## src/rtl/pipe_hazard_ctrl.sv

```systemverilog
// Pipeline hold/flush controller: wait/flush codes per pipeline register, PC redirect bus,
// irq-entry handshake, debug halt drain/halted FSM and stall watchdog. Hold/jump outputs are combinational.
module pipe_hazard_ctrl #(
  parameter int STAGES  = 4,
  parameter int EX_IDX  = 2,
  parameter int ADDR_W  = 32,
  parameter int CAUSE_W = 3,
  parameter int CNT_W   = 8,
  parameter int TIMEOUT = 200
) (
  input  logic                  clk,
  input  logic                  rst,
  input  logic                  mem_wb_wr_wait_req_i,
  input  logic                  ex_multi_clock_wait_req_i,
  input  logic [CAUSE_W-1:0]    ex_jump_cause_i,
  input  logic [ADDR_W-1:0]     ex_jump_from_addr_i,
  input  logic [ADDR_W-1:0]     ex_jump_to_addr_i,
  input  logic                  clint_irq_req_i,
  input  logic [ADDR_W-1:0]     clint_irq_epc_i,
  input  logic [ADDR_W-1:0]     clint_irq_vector_i,
  output logic                  clint_irq_ack_o,
  input  logic                  jtag_halt_req_i,
  output logic                  jtag_halt_ack_o,
  output logic [2*STAGES-1:0]   hold_ctrl_o,
  output logic [CAUSE_W-1:0]    jump_cause_o,
  output logic [ADDR_W-1:0]     jump_from_addr_o,
  output logic [ADDR_W-1:0]     jump_to_addr_o,
  output logic                  stall_timeout_o
);

  localparam int DW = (STAGES > 2) ? $clog2(STAGES) : 1;

  localparam logic [1:0] H_NO    = 2'b00;
  localparam logic [1:0] H_WAIT  = 2'b01;
  localparam logic [1:0] H_FLUSH = 2'b10;

  typedef enum logic [1:0] {RUN, IRQ_ACK, HALT_DRAIN, HALTED} state_t;
  typedef enum logic [2:0] {P_NONE, P_MEMW, P_MULW, P_JMP, P_IRQ, P_DRN, P_HLT} pat_t;

  state_t            state;
  pat_t              pat;
  logic [DW-1:0]     drain;
  logic [DW-1:0]     drain_inc;
  logic [CNT_W-1:0]  wd;
  logic              jump_ok;
  logic              irq_ack;
  logic              halt_ack;

  // Only causes 1..3 are real EX redirects; anything else is ignored.
  assign jump_ok   = (ex_jump_cause_i >= CAUSE_W'(1)) && (ex_jump_cause_i <= CAUSE_W'(3));
  assign drain_inc = drain + DW'(1);

  always_comb begin
    pat = P_NONE;
    if (state == HALTED)                      pat = P_HLT;
    else if (mem_wb_wr_wait_req_i)            pat = P_MEMW;
    else if (ex_multi_clock_wait_req_i)       pat = P_MULW;
    else if (jump_ok)                         pat = P_JMP;
    else if (state == RUN && clint_irq_req_i) pat = P_IRQ;
    else if (state == RUN && jtag_halt_req_i) pat = P_DRN;
    else if (state == HALT_DRAIN)             pat = P_DRN;
  end

  always_comb begin
    hold_ctrl_o = '0;
    for (int k = 0; k < STAGES; k++) begin
      case (pat)
        P_MEMW, P_HLT: hold_ctrl_o[2*k +: 2] = H_WAIT;
        P_MULW: begin
          if (k <= EX_IDX)          hold_ctrl_o[2*k +: 2] = H_WAIT;
          else if (k == EX_IDX + 1) hold_ctrl_o[2*k +: 2] = H_FLUSH;
          else                      hold_ctrl_o[2*k +: 2] = H_NO;
        end
        P_JMP, P_IRQ: begin
          if (k == 0)            hold_ctrl_o[2*k +: 2] = H_WAIT;
          else if (k <= EX_IDX)  hold_ctrl_o[2*k +: 2] = H_FLUSH;
          else                   hold_ctrl_o[2*k +: 2] = H_NO;
        end
        P_DRN: begin
          if (k == 0)       hold_ctrl_o[2*k +: 2] = H_WAIT;
          else if (k == 1)  hold_ctrl_o[2*k +: 2] = H_FLUSH;
          else              hold_ctrl_o[2*k +: 2] = H_NO;
        end
        default: hold_ctrl_o[2*k +: 2] = H_NO;
      endcase
    end
  end

  always_comb begin
    jump_cause_o     = '0;
    jump_from_addr_o = '0;
    jump_to_addr_o   = '0;
    if (pat == P_JMP) begin
      jump_cause_o     = ex_jump_cause_i;
      jump_from_addr_o = ex_jump_from_addr_i;
      jump_to_addr_o   = ex_jump_to_addr_i;
    end else if (pat == P_IRQ) begin
      jump_cause_o     = CAUSE_W'(4);
      jump_from_addr_o = clint_irq_epc_i;
      jump_to_addr_o   = clint_irq_vector_i;
    end
  end

  always_ff @(posedge clk) begin
    if (rst) begin
      state    <= RUN;
      drain    <= '0;
      wd       <= '0;
      irq_ack  <= 1'b0;
      halt_ack <= 1'b0;
    end else begin
      // Consecutive memory/multi-cycle stall length, saturating.
      if (pat == P_MEMW || pat == P_MULW) begin
        if (wd != '1) wd <= wd + CNT_W'(1);
      end else begin
        wd <= '0;
      end
      irq_ack <= 1'b0;
      case (state)
        RUN: begin
          if (pat == P_IRQ) begin
            state   <= IRQ_ACK;
            irq_ack <= 1'b1;
          end else if (pat == P_DRN) begin
            state <= HALT_DRAIN;
            drain <= DW'(1);
          end
        end
        IRQ_ACK: state <= RUN;
        HALT_DRAIN: begin
          if (!jtag_halt_req_i) begin
            state <= RUN;
          end else if (pat == P_DRN) begin
            drain <= drain_inc;
            if (drain_inc == DW'(STAGES - 1)) begin
              state    <= HALTED;
              halt_ack <= 1'b1;
            end
          end
        end
        HALTED: begin
          if (!jtag_halt_req_i) begin
            state    <= RUN;
            halt_ack <= 1'b0;
          end
        end
        default: state <= RUN;
      endcase
    end
  end

  assign clint_irq_ack_o = irq_ack;
  assign jtag_halt_ack_o = halt_ack;
  assign stall_timeout_o = (wd >= CNT_W'(TIMEOUT));

endmodule

```

## config.mk

```make
export PLATFORM = sky130hd
export DESIGN_NAME = pipe_hazard_ctrl
export DESIGN_NICKNAME = d
export VERILOG_FILES = /design/src/rtl/pipe_hazard_ctrl.sv
export SDC_FILE = /design/constraint.sdc
export NUM_CORES = 1
export LEC_CHECK = 0
export BUFFER_PORTS_ARGS = -buffer_cell sky130_fd_sc_hd__buf_4
export CAP_MARGIN = 20
export CORE_MARGIN = 10
export CORE_UTILIZATION = 33
export DETAILED_ROUTE_END_ITERATION = 10
export PLACE_DENSITY = 0.84
export SETUP_SLACK_MARGIN = 0.5
export SYNTH_ARGS = -nofsm -noshare
export SYNTH_HDL_FRONTEND = slang
export SYNTH_SLANG_ARGS = --single-unit
export TNS_END_PERCENT = 30
```

## constraint.sdc

```tcl
create_clock -name clk -period 2.37 [get_ports clk]
set_clock_uncertainty 0.15 [all_clocks]
set_input_delay 0.1185 -clock clk [delete_from_list [all_inputs] [get_ports clk]]
set_output_delay 0.1185 -clock clk [all_outputs]
set_load 0.05 [all_outputs]
```

; Word level (Yosys, flattened, before mapping)
; Index checks and enable logic that the tools add are counted.
[classes]
addsub = 2
n_lt_le_gt_ge = 3
n_eq_ne = 20
mux = 35
bitwise_logic = 2
reduce_logical = 17
[ops]
columns = operator, n
row1 = 32-bit 2-to-1 mux, 4
row2 = 3-bit 2-to-1 mux, 9
row3 = 2-bit 2-to-1 mux, 10
row4 = 2-bit one-hot mux with 2 select lines, 4
row5 = 5-bit AND reduction, 2
row6 = "3-bit == test, second input constant", 3
row7 = "8-bit by 1-bit adder with 8-bit output, second input constant", 1
row8 = "8-bit >= comparator, second input constant", 1
row9 = "8-bit != test, second input constant", 1
row10 = 2-bit one-hot mux with 4 select lines, 1
row11 = 2-bit OR reduction, 4
row12 = "2-bit == test, second input constant", 3
row13 = "3-bit by 2-bit == test with 1-bit output, second input constant", 2
row14 = 1-bit 2-to-1 mux, 6
row15 = "2-bit by 1-bit != test with 1-bit output, second input constant", 3
row16 = "2-bit != test, second input constant", 3
row17 = "3-bit by 2-bit != test with 1-bit output, second input constant", 2
row18 = 3-bit OR reduction, 2
row19 = 6-bit OR reduction, 1
row20 = 4-bit AND reduction, 1
row21 = 2-bit nonzero test, 2
row22 = "3-bit by 1-bit == test with 1-bit output, second input constant", 1
row23 = "3-bit by 1-bit >= comparator with 1-bit output, second input constant", 1
row24 = "3-bit by 2-bit less-or-equal comparator with 1-bit output, second input constant", 1
row25 = 8 further kinds, 11
[totals]
regBits = 14
out_inout_bits = 78
wordCells = 84

; Longest topological paths before layout
; Gate-level depths: netlist of run 1.
[depth]
depth_word = 12
mapped_depth = 7

; Least setup slack after synthesis of run 1
; No wires, ideal clock.
[synth_path]
path_type = flip-flop to output port
start = reg state[0]
end = out jump_from_addr_o[0]
arrival_time_ns = 1.895
t_required_ns = 2.102
setup_slack_ns = 0.207
path_stages_with_launch = 8
n_path_buf = 3
path_cell_list = dfxtp_1 buf_2 nand2_1 nand2_1 nor2_2 buf_4 buf_2 a22o_1
[synth_between]
elab_chain_cells = 11
word_cells_on_any_way = 16
classes_between = 4 x eq/ne / 9 x mux / 3 x reduce/logical
[synth_rtl]
columns = item, line_no
row1 = start: declaration, 40  ; state_t state;
row2 = start signal: assignment, 106  ; state <= RUN;
row3 = start signal: assignment, 122  ; state <= IRQ_ACK;
row4 = start signal: assignment, 125  ; state <= HALT_DRAIN;
row5 = 2-bit == test / 2-bit zero test (equally long branches), "61, 59, 60"
row6 = 3-bit 2-to-1 mux / 1-bit logical AND (equally long branches), "61, 60"
row7 = 3-bit 2-to-1 mux, 60  ; else if (state == RUN && jtag_halt_req_i) pat = P_DRN;
row8 = 3-bit 2-to-1 mux, 59  ; else if (state == RUN && clint_irq_req_i) pat = P_IRQ;
row9 = 3-bit 2-to-1 mux, 58  ; else if (jump_ok) pat = P_JMP;
row10 = 3-bit 2-to-1 mux, 57  ; else if (ex_multi_clock_wait_req_i) pat = P_MULW;
row11 = 3-bit 2-to-1 mux, 56  ; else if (mem_wb_wr_wait_req_i) pat = P_MEMW;
row12 = 3-bit 2-to-1 mux *, 55  ; if (state == HALTED) pat = P_HLT;
row13 = 3-bit == test, 97  ; end else if (pat == P_IRQ) begin
row14 = 32-bit 2-to-1 mux, 97
row15 = 32-bit 2-to-1 mux *, 93  ; if (pat == P_JMP) begin
row16 = end: declaration, 26  ; output logic [ADDR_W-1:0] jump_from_addr_o,
; Mark *: on every way between the ends. The rest lies on a longest branch, timed or not.

; Worst setup path in the final report of run 1
[layout_path]
start = reg state[0]
end = out jump_cause_o[1]
[layout_between]
elab_chain_cells = 10
word_cells_on_any_way = 14
classes_between = 3 x eq/ne / 8 x mux / 3 x reduce/logical
[layout_rtl]
columns = item, line_no
row1 = 2-bit == test / 2-bit zero test (equally long branches), "61, 59, 60"
row2 = 3-bit 2-to-1 mux / 1-bit logical AND (equally long branches), "61, 60"
row3 = 3-bit 2-to-1 mux, 60
row4 = 3-bit 2-to-1 mux, 59
row5 = 3-bit 2-to-1 mux, 58
row6 = 3-bit 2-to-1 mux, 57
row7 = 3-bit 2-to-1 mux, 56
row8 = 3-bit 2-to-1 mux *, 55
row9 = 3-bit by 2-bit == test with 1-bit output *, 93
row10 = 3-bit 2-to-1 mux *, 93
row11 = end: declaration, 25  ; output logic [CAUSE_W-1:0] jump_cause_o,
; Marks and branches as above.

==> results of run 1 <==
[routing by layer]
| layer | wire length [µm] | share of wire | track usage | up-vias |
|---|---|---|---|---|
| met4 | 1120 | 0.069 | 0.122 | 4 |
| li1 | - | - | - | 1174 |
| met1 | 4630 | 0.29 | 0.342 | 1393 |
| met3 | 2450 | 0.15 | 0.136 | 111 |
| met2 | 7890 | 0.49 | 0.613 | 349 |
| met5 | 27 | 0.0017 | 0 | - |
[registers in the layout, summed over array words and instances (netlist names)]
| name | cells |
|---|---|
| state | 2 |
| jtag_halt_ack_o | 1 |
| drain | 2 |
| clint_irq_ack_o | 1 |
| wd | 8 |
[timing repair]
item                                    in CTS  in global routing
gates cloned                                 6                  2
pin swaps                                   18                  4
gates resized for setup                    101                 18
endpoints found under the setup margin      68                 69
buffers inserted                            11                  1
hold buffers                                 1                  0
endpoints found under the hold margin        5                  0
[power by group through the flow]
stage	Combinational, mW	Sequential (mW)	Clock [mW]
6_report	0.780	0.250	0.236
5_1_grt	0.793	0.250	0.246
4_1_cts	0.711	0.249	0.232
3_5_place_dp	0.609	0.254	0
3_3_place_gp	0.602	0.254	0
2_1_floorplan	0.320	0.253	0
[worst max-delay path, cell delays in order (launching register included)]
cell and delay [ps]:
dfxtp_2 340, nand2_1 150, nand2_2 170, nor2_4 220, buf_4 300, and2_2 190
buf_4 190
[logic make-up (layout without fill, tap and decap cells)]
| kind of cell | Yosys count | count (layout) |
|---|---|---|
| compound gates | 82 | 82 |
| xor+xnor | 2 | 2 |
| fa+ha+maj | 3 | 3 |
| buf+inv | 29 | 251 |
| flops | 14 | 14 |
| mux | 2 | 2 |
| other cells | 1 | 1 |
| simple gates | 50 | 54 |
[placed cells by master (no fill, tap or decap), types with 2 or more instances in the layout]
cell type  count
buf_4        170
buf_6         32
a22o_2        31
buf_8         28
a22o_4        18
a22o_1        15
nor2_1        12
dfxtp_1       12
inv_1          8
nor3_1         7
clkbuf_8       4
buf_12         4
nand2_1        3
nor2_4         3
nand3_1        3
a21oi_1        3
a211oi_1       3
nand4_1        3
ha_1           3
buf_16         3
and2_2         2
and2_1         2
nor2b_1        2
o21ai_0        2
and4_4         2
mux2i_1        2
and3b_2        2
dfxtp_2        2
[cell type report]
class                      instances  area share
tap                               52      0.0161
multi-input combinational        144       0.334
timing repair buffer             239       0.559
sequential                        14      0.0701
clock buffer                       4      0.0136
inverter                           8     0.00744
[path summary, 6_finish.rpt]
path                      to  slack (ps)  cells past startpoint
max reg2reg  clint_irq_ack_o         660                      7
max          jump_cause_o[1]         280                      6
min reg2reg         drain[1]         370                      2
min                 state[1]          60                      2
==> summary.md, run 1 <==
| Metric | Value |
|---|---|
| Hold Slack | `roughly 65 ps` |
| Final core utilization | `0.914` |
| Hold Crit Class | `in2reg` |
| Routed vias/inst | `6.57` |
| Sequential fraction of the synthesis area | `0.185` |
| Worst path required time | `roughly 2100 ps` |
| Leading register cell type out of synthesis | `dfxtp_1` |
| Clk Tree Root Cell | `clkbuf_8` |
| # clock sinks | `14` |
| DIE AREA | `7700 µm²` |
| CTS tree | `yes` |
| Effective utilization at floorplan | `0.343` |
| Filler cell count | `153` |
| Num CTS Buffers | `3` |
| Hold Fails Final Rpt | `0` |
| Compound-cell area share of the yosys netlist | `0.464` |
| Power per standard cell area | `314 nW/µm²` |
| XOR/XNOR Fraction of Synth Area | `0.0116` |
| Crit path arrival time | `1820 ps` |
| Area of the multi-input gates | `roughly 1300 µm²` |
| Initial antenna violation count | `2` |
| Die W | `87.8 µm` |
| Number of port buffers | `around 210` |
| Critical path launch point | `state[0]` |
| Max Cap Viol | `0` |
| R2r startpoint | `state[1]` |
| YS warnings | `0` |
| Status | `completed` |
| WL/cell | `approximately 35 µm` |
| Post-route cell area | `4030 µm²` |
| Synthesis-stage register bit count | `14` |
| Vias in the first global route | `roughly 2,800` |
| Sw frac | `0.407` |
| Routed WL | `~16,000 µm` |
| Longest Clk Path Bufs | `2` |
| Std-Cell Rows | `24` |
| Fmax | `478 MHz` |
| Nets | `550` |
| Crit Path Category | `reg2out` |
| Final setup margin | `278 ps` |
| Startpoint Class | `flop` |
| Post-synth top cells | `a22o_1 (64), dfxtp_1 (14), nor2_1 (12), buf_2 (10), inv_1 (8)` |
| EDFF count, synth | `0` |
| Final setup violation count | `0` |
| Share of layout cells above drive strength 1 | `0.773` |
| DRC | `0` |
| DP HPWL | `between 9000 and 10,000 µm` |
| Count of pins over their slew limit | `0` |
| Tmin final | `2090 ps` |
| Largest family of logic cells by synthesized area | `compound AO/OA/AOI/OAI gates` |
| Most common cell in the netlist | `a22o_1` |
| Pin count of the biggest net entering global routing | `20` |
| Area Growth Syn to Fin | `166%` |
| Total I/O pin count | `roughly 220` |
| 1st-iter DRT viols | `between 400 and 500` |
| Core Area | `4410 µm²` |
| Routed Antenna Nets | `0` |
| Diode count | `0` |
| Cell area after synthesis | `1520 µm²` |
| Gp weighted congestion | `~0.9` |
| Static Leak | `between 2 and 2.5 nW` |
| Via Count | `about 3,000` |
| NetSw | `a little over 0.5 mW` |
| Flop pwr share | `0.197` |
| Crit. End Element | `primary output` |
| Clock share of power | `0.186` |
| GRT Total Usage | `0.339` |
| Worst Path Max Fanout | `17` |
| Tcrit/Tclk final | `0.883` |
| Combinational share of power | `0.616` |
| Syn_nets | `~320` |
| Peak supply drop | `0.000391 V` |
| Die H | `~88 µm` |
| GRT overflow | `0` |
| Multiplexer area fraction after synthesis | `0.0132` |
| Syn_area_per_cell | `8.28 µm²` |
| Simple-Gate Fraction of Synth Area | `0.192` |
| Hold Startpoint | `jtag_halt_req_i` |
| Post-Synth Adder-Cell Area | `0.0248` |
| FF+latch area | `283 µm²` |
| Synth top area share | `0.370` |
| Power Total | `~1.3 mW` |
| DRT Pass-1 Iters | `5` |
| Htree depth | `1` |
| Cell Count, Final, Fillers Out | `roughly 460` |
| Async set-or-reset flop fraction in the synthesized netlist | `0` |
| Internal | `0.750 mW` |
| First-pass GRT wire length | `between 15,000 and 20,000 µm` |
| DP Cell Count | `approximately 440` |
| Synth unique cells | `43` |
| RSZ-0062 raised after global routing | `true` |
| Pre-CTS setup slack | `between 200 and 250 ps` |
| Final setup TNS | `0 ps` |
| Clk Latency, worst-skew pair | `between 200 and 250 ps` |
| Clk slew on worst S/H paths | `60 ps` |
| Cell count after synthesis | `around 180` |
| Top cells by area, synth | `a22o_1 (37%), dfxtp_1 (18%), buf_2 (3.3%)` |
| Cell area after placement | `roughly 3200 µm²` |
| Area leader, netlist | `a22o_1` |
Note: power is estimated with default switching activity, not from simulation.
==> run 2: changes to the inputs <==
--- a/config.mk
+++ b/config.mk
@@ -5,10 +5,11 @@
 export SDC_FILE = /design/constraint.sdc
 export NUM_CORES = 1
 export LEC_CHECK = 0
+export ABC_AREA = 1
 export BUFFER_PORTS_ARGS = -buffer_cell sky130_fd_sc_hd__buf_4
 export CAP_MARGIN = 20
 export CORE_MARGIN = 10
-export CORE_UTILIZATION = 33
+export CORE_UTILIZATION = 34
 export DETAILED_ROUTE_END_ITERATION = 10
 export PLACE_DENSITY = 0.84
 export SETUP_SLACK_MARGIN = 0.5
==> run 2 against run 1 <==
Effect of this change: sequential share of layout area is 0.77 points higher; die area is 1.8% higher; design area down 8.3%; power rose by 73%; combinational power increased by 110%; clock power hardly changed; non-clock buffer count decreased by 15; global-route usage decreased by 7.3 points; first-iteration DRC count shrank 72%; worst hold slack better by 130 ps; sequential cell count is the same; synthesized area is 5.4% higher; largest power group unchanged.
==> summary.md, run 2 <==
| Metric | Value |
|---|---|
| Routed vias/inst | `5.43` |
| 1st-iter DRT viols | `123` |
| Crit Path Category | `reg2out` |
| Biggest regs | `wd: 8 flops, drain: 2 flops, state: 2 flops` |
| Internal | `around 1.1 mW` |
| Die H | `between 80 and 90 µm` |
| DIE AREA | `just under 8000 µm²` |
| Worst path required time | `between 2000 and 2500 ps` |
| DRT Pass-1 Iters | `4` |
| DRC | `0` |
| Critical-path top delay cell | `dfxtp_4` |
| Crit path arrival time | `between 2000 and 2500 ps` |
| Clk Tree Root Cell | `clkbuf_8` |
| Via Count | `roughly 2,600` |
| Status | `completed` |
| Routed Antenna Nets | `0` |
| Cell area after synthesis | `approximately 1600 µm²` |
| Peak supply drop | `slightly below 0.0006 V` |
| Post-synth top cells | `a22o_1 (64), nand2_1 (20), nor2_1 (20), inv_1 (17), dfxtp_1 (14)` |
| Synth top area share | `0.351` |
| Synthesis-stage register bit count | `14` |
| Htree depth | `1` |
| Clock share of power | `0.107` |
| Area leader, netlist | `a22o_1` |
| EDFF count, synth | `0` |
| Combinational share of power | `0.755` |
| First-pass GRT wire length | `15,600 µm` |
| Count of pins over their slew limit | `0` |
| Nets | `between 500 and 600` |
| Commonest non-fill, non-tap cell in the layout | `buf_4` |
| Area Growth Syn to Fin | `132%` |
| Most frequent cells in the layout | `buf_4 (177), buf_6 (43), a22o_1 (40)` |
| Worst Path Max Fanout | `16` |
| Diode count | `0` |
| Clk slew on worst S/H paths | `~60 ps` |
| Synth unique cells | `29` |
| Critical Path, Cell by Cell | `nor2_4, nand2_2, nand2_1, nand2_1, nand2_2, nand2_4, inv_4, nor2_4, nand2_8, clkinv_8, a22o_2, buf_4` |
| Syn_nets | `roughly 350` |
| GRT overflow | `0` |
| Vias in the first global route | `2,472` |
| YS warnings | `0` |
| Tmin final | `between 2000 and 2500 ps` |
| Most common cell in the netlist | `a22o_1` |
| Std-Cell Rows | `24` |
| Routed WL | `approximately 12,000 µm` |
| Static Leak | `~2 nW` |
| Tcrit/Tclk final | `0.977` |
| Share of layout cells above drive strength 1 | `0.664` |
| WL/cell | `about 25 µm` |
| Gp weighted congestion | `0.919` |
| Die W | `approximately 89 µm` |
| Largest reg by FF count | `wd` |
| Pre-CTS setup slack | `roughly 160 ps` |
| Final setup TNS | `0 ps` |
| Top cells by area, synth | `a22o_1 (35%), dfxtp_1 (18%), buf_6 (7.8%)` |
| Longest Clk Path Bufs | `2` |
| NetSw | `~1.1 mW` |
| Flop pwr share | `0.138` |
| Core Area | `around 4400 µm²` |
| Effective utilization at floorplan | `0.359` |
| Fmax | `between 400 and 500 MHz` |
| RSZ-0062 raised after global routing | `true` |
| Number of port buffers | `213` |
| DP HPWL | `slightly above 9000 µm` |
| Pin count of the biggest net entering global routing | `33` |
| FF-to-FF setup slack | `~420 ps` |
| Power Total | `2.19 mW` |
| Final setup margin | `between 50 and 60 ps` |
| Largest stage delay, worst path | `~370 ps` |
| Syn_area_per_cell | `between 7 and 8 µm²` |
| Clk Latency, worst-skew pair | `250 ps` |
| GRT Total Usage | `0.266` |
| Final setup violation count | `0` |
| Largest register FFs | `8` |
| Hold Crit Class | `in2reg` |
| Async set-or-reset flop fraction in the synthesized netlist | `0` |
| Crit. End Element | `primary output` |
| Num CTS Buffers | `3` |
| CTS tree | `yes` |
| Initial antenna violation count | `0` |
| Cell count after synthesis | `between 200 and 250` |
| Startpoint Class | `flop` |
| Total I/O pin count | `~220` |
| Power per standard cell area | `between 500 and 600 nW/µm²` |
| Sequential fraction of the synthesis area | `0.176` |
| Hold Fails Final Rpt | `0` |
| Leading register cell type out of synthesis | `dfxtp_1` |
| Max Cap Viol | `0` |
| Sw frac | `0.521` |
| # clock sinks | `14` |
-- run 2: power groups by stage --
stage	Combinational (mW)	Clock (mW)	Sequential [mW]
global placement	1.38	0	0.285
floorplan	0.935	0	0.282
global route	1.72	0.244	0.303
detailed placement	1.39	0	0.287
finish	1.65	0.235	0.302
CTS	1.55	0.238	0.290
-- run 2: final cells by class --
| type | instances | area, µm² |
|---|---|---|
| Tap cell | 52 | 65.1 |
| Timing Repair Buffer | 224 | 1890 |
| Sequential cell | 14 | 288 |
| Inverter | 23 | 110 |
| Clock buffer | 4 | 55.1 |
| Fill cell | 274 | 746 |
| Multi-Input combinational cell | 156 | 1250 |
| Timing Repair inverter | 2 | 36.3 |
-- run 2: timing repair --
action,CTS,global route
buffers inserted,4,3
hold endpoints to repair,2,0
pin swaps,4,6
resized for setup,67,17
gates cloned,3,0
hold buffers,1,0
setup endpoints to repair,72,85
-- run 2: worst max-delay path, delay by kind of cell (launching register included) --
| family | cells | cell delay, ps |
|---|---|---|
| AO/OA/AOI/OAI | 1 | 240 |
| buffers and inverters | 3 | 390 |
| flip-flops | 1 | 370 |
| AND/OR/NAND/NOR | 8 | 790 |
-- run 2: path summary, 6_finish.rpt --
kind                                       from              endpoint  cells past startpoint
worst max-delay path                   state[0]  jump_from_addr_o[17]                     12
worst min-delay path            jtag_halt_req_i       jtag_halt_ack_o                      4
worst max register to register         state[0]              drain[1]                     12
worst min register to register            wd[1]                 wd[1]                      2
-- run 2: per-layer routing --
layer / part of all wire / GRT usage / vias up
met1: 0.35 / 0.290 / 1200
li1: - / - / 1189
met4: 0.017 / 0.0573 / 0
met3: 0.14 / 0.128 / 15
met2: 0.50 / 0.458 / 175
met5: 0 / 0 / -
-- run 2: cell families (layout without fill, tap and decap cells) --
group	after synthesis	count (layout)	share of synthesized area
and+or+nand+nor	63	63	0.197
buffers and inverters	38	253	0.150
AOI/OAI and AO/OA	84	84	0.424
xor gates and xnor gates	5	5	0.0274
other	1	1	0.00235
DFF	14	14	0.176
adders and majority gates	3	3	0.0235
-- run 2: metrics by stage --
step | cells | area [µm²] | utilization | hold slack [ps]
3_5_place_dp | 460 | 3170 | 0.713 | 171
5_1_grt | 475 | 3700 | 0.832 | 238
3_3_place_gp | 460 | 3170 | 0.713 | 163
4_1_cts | 472 | 3610 | 0.812 | 188
6_report | 475 | 3700 | 0.832 | 194
2_1_floorplan | 208 | 1630 | - | 40.9
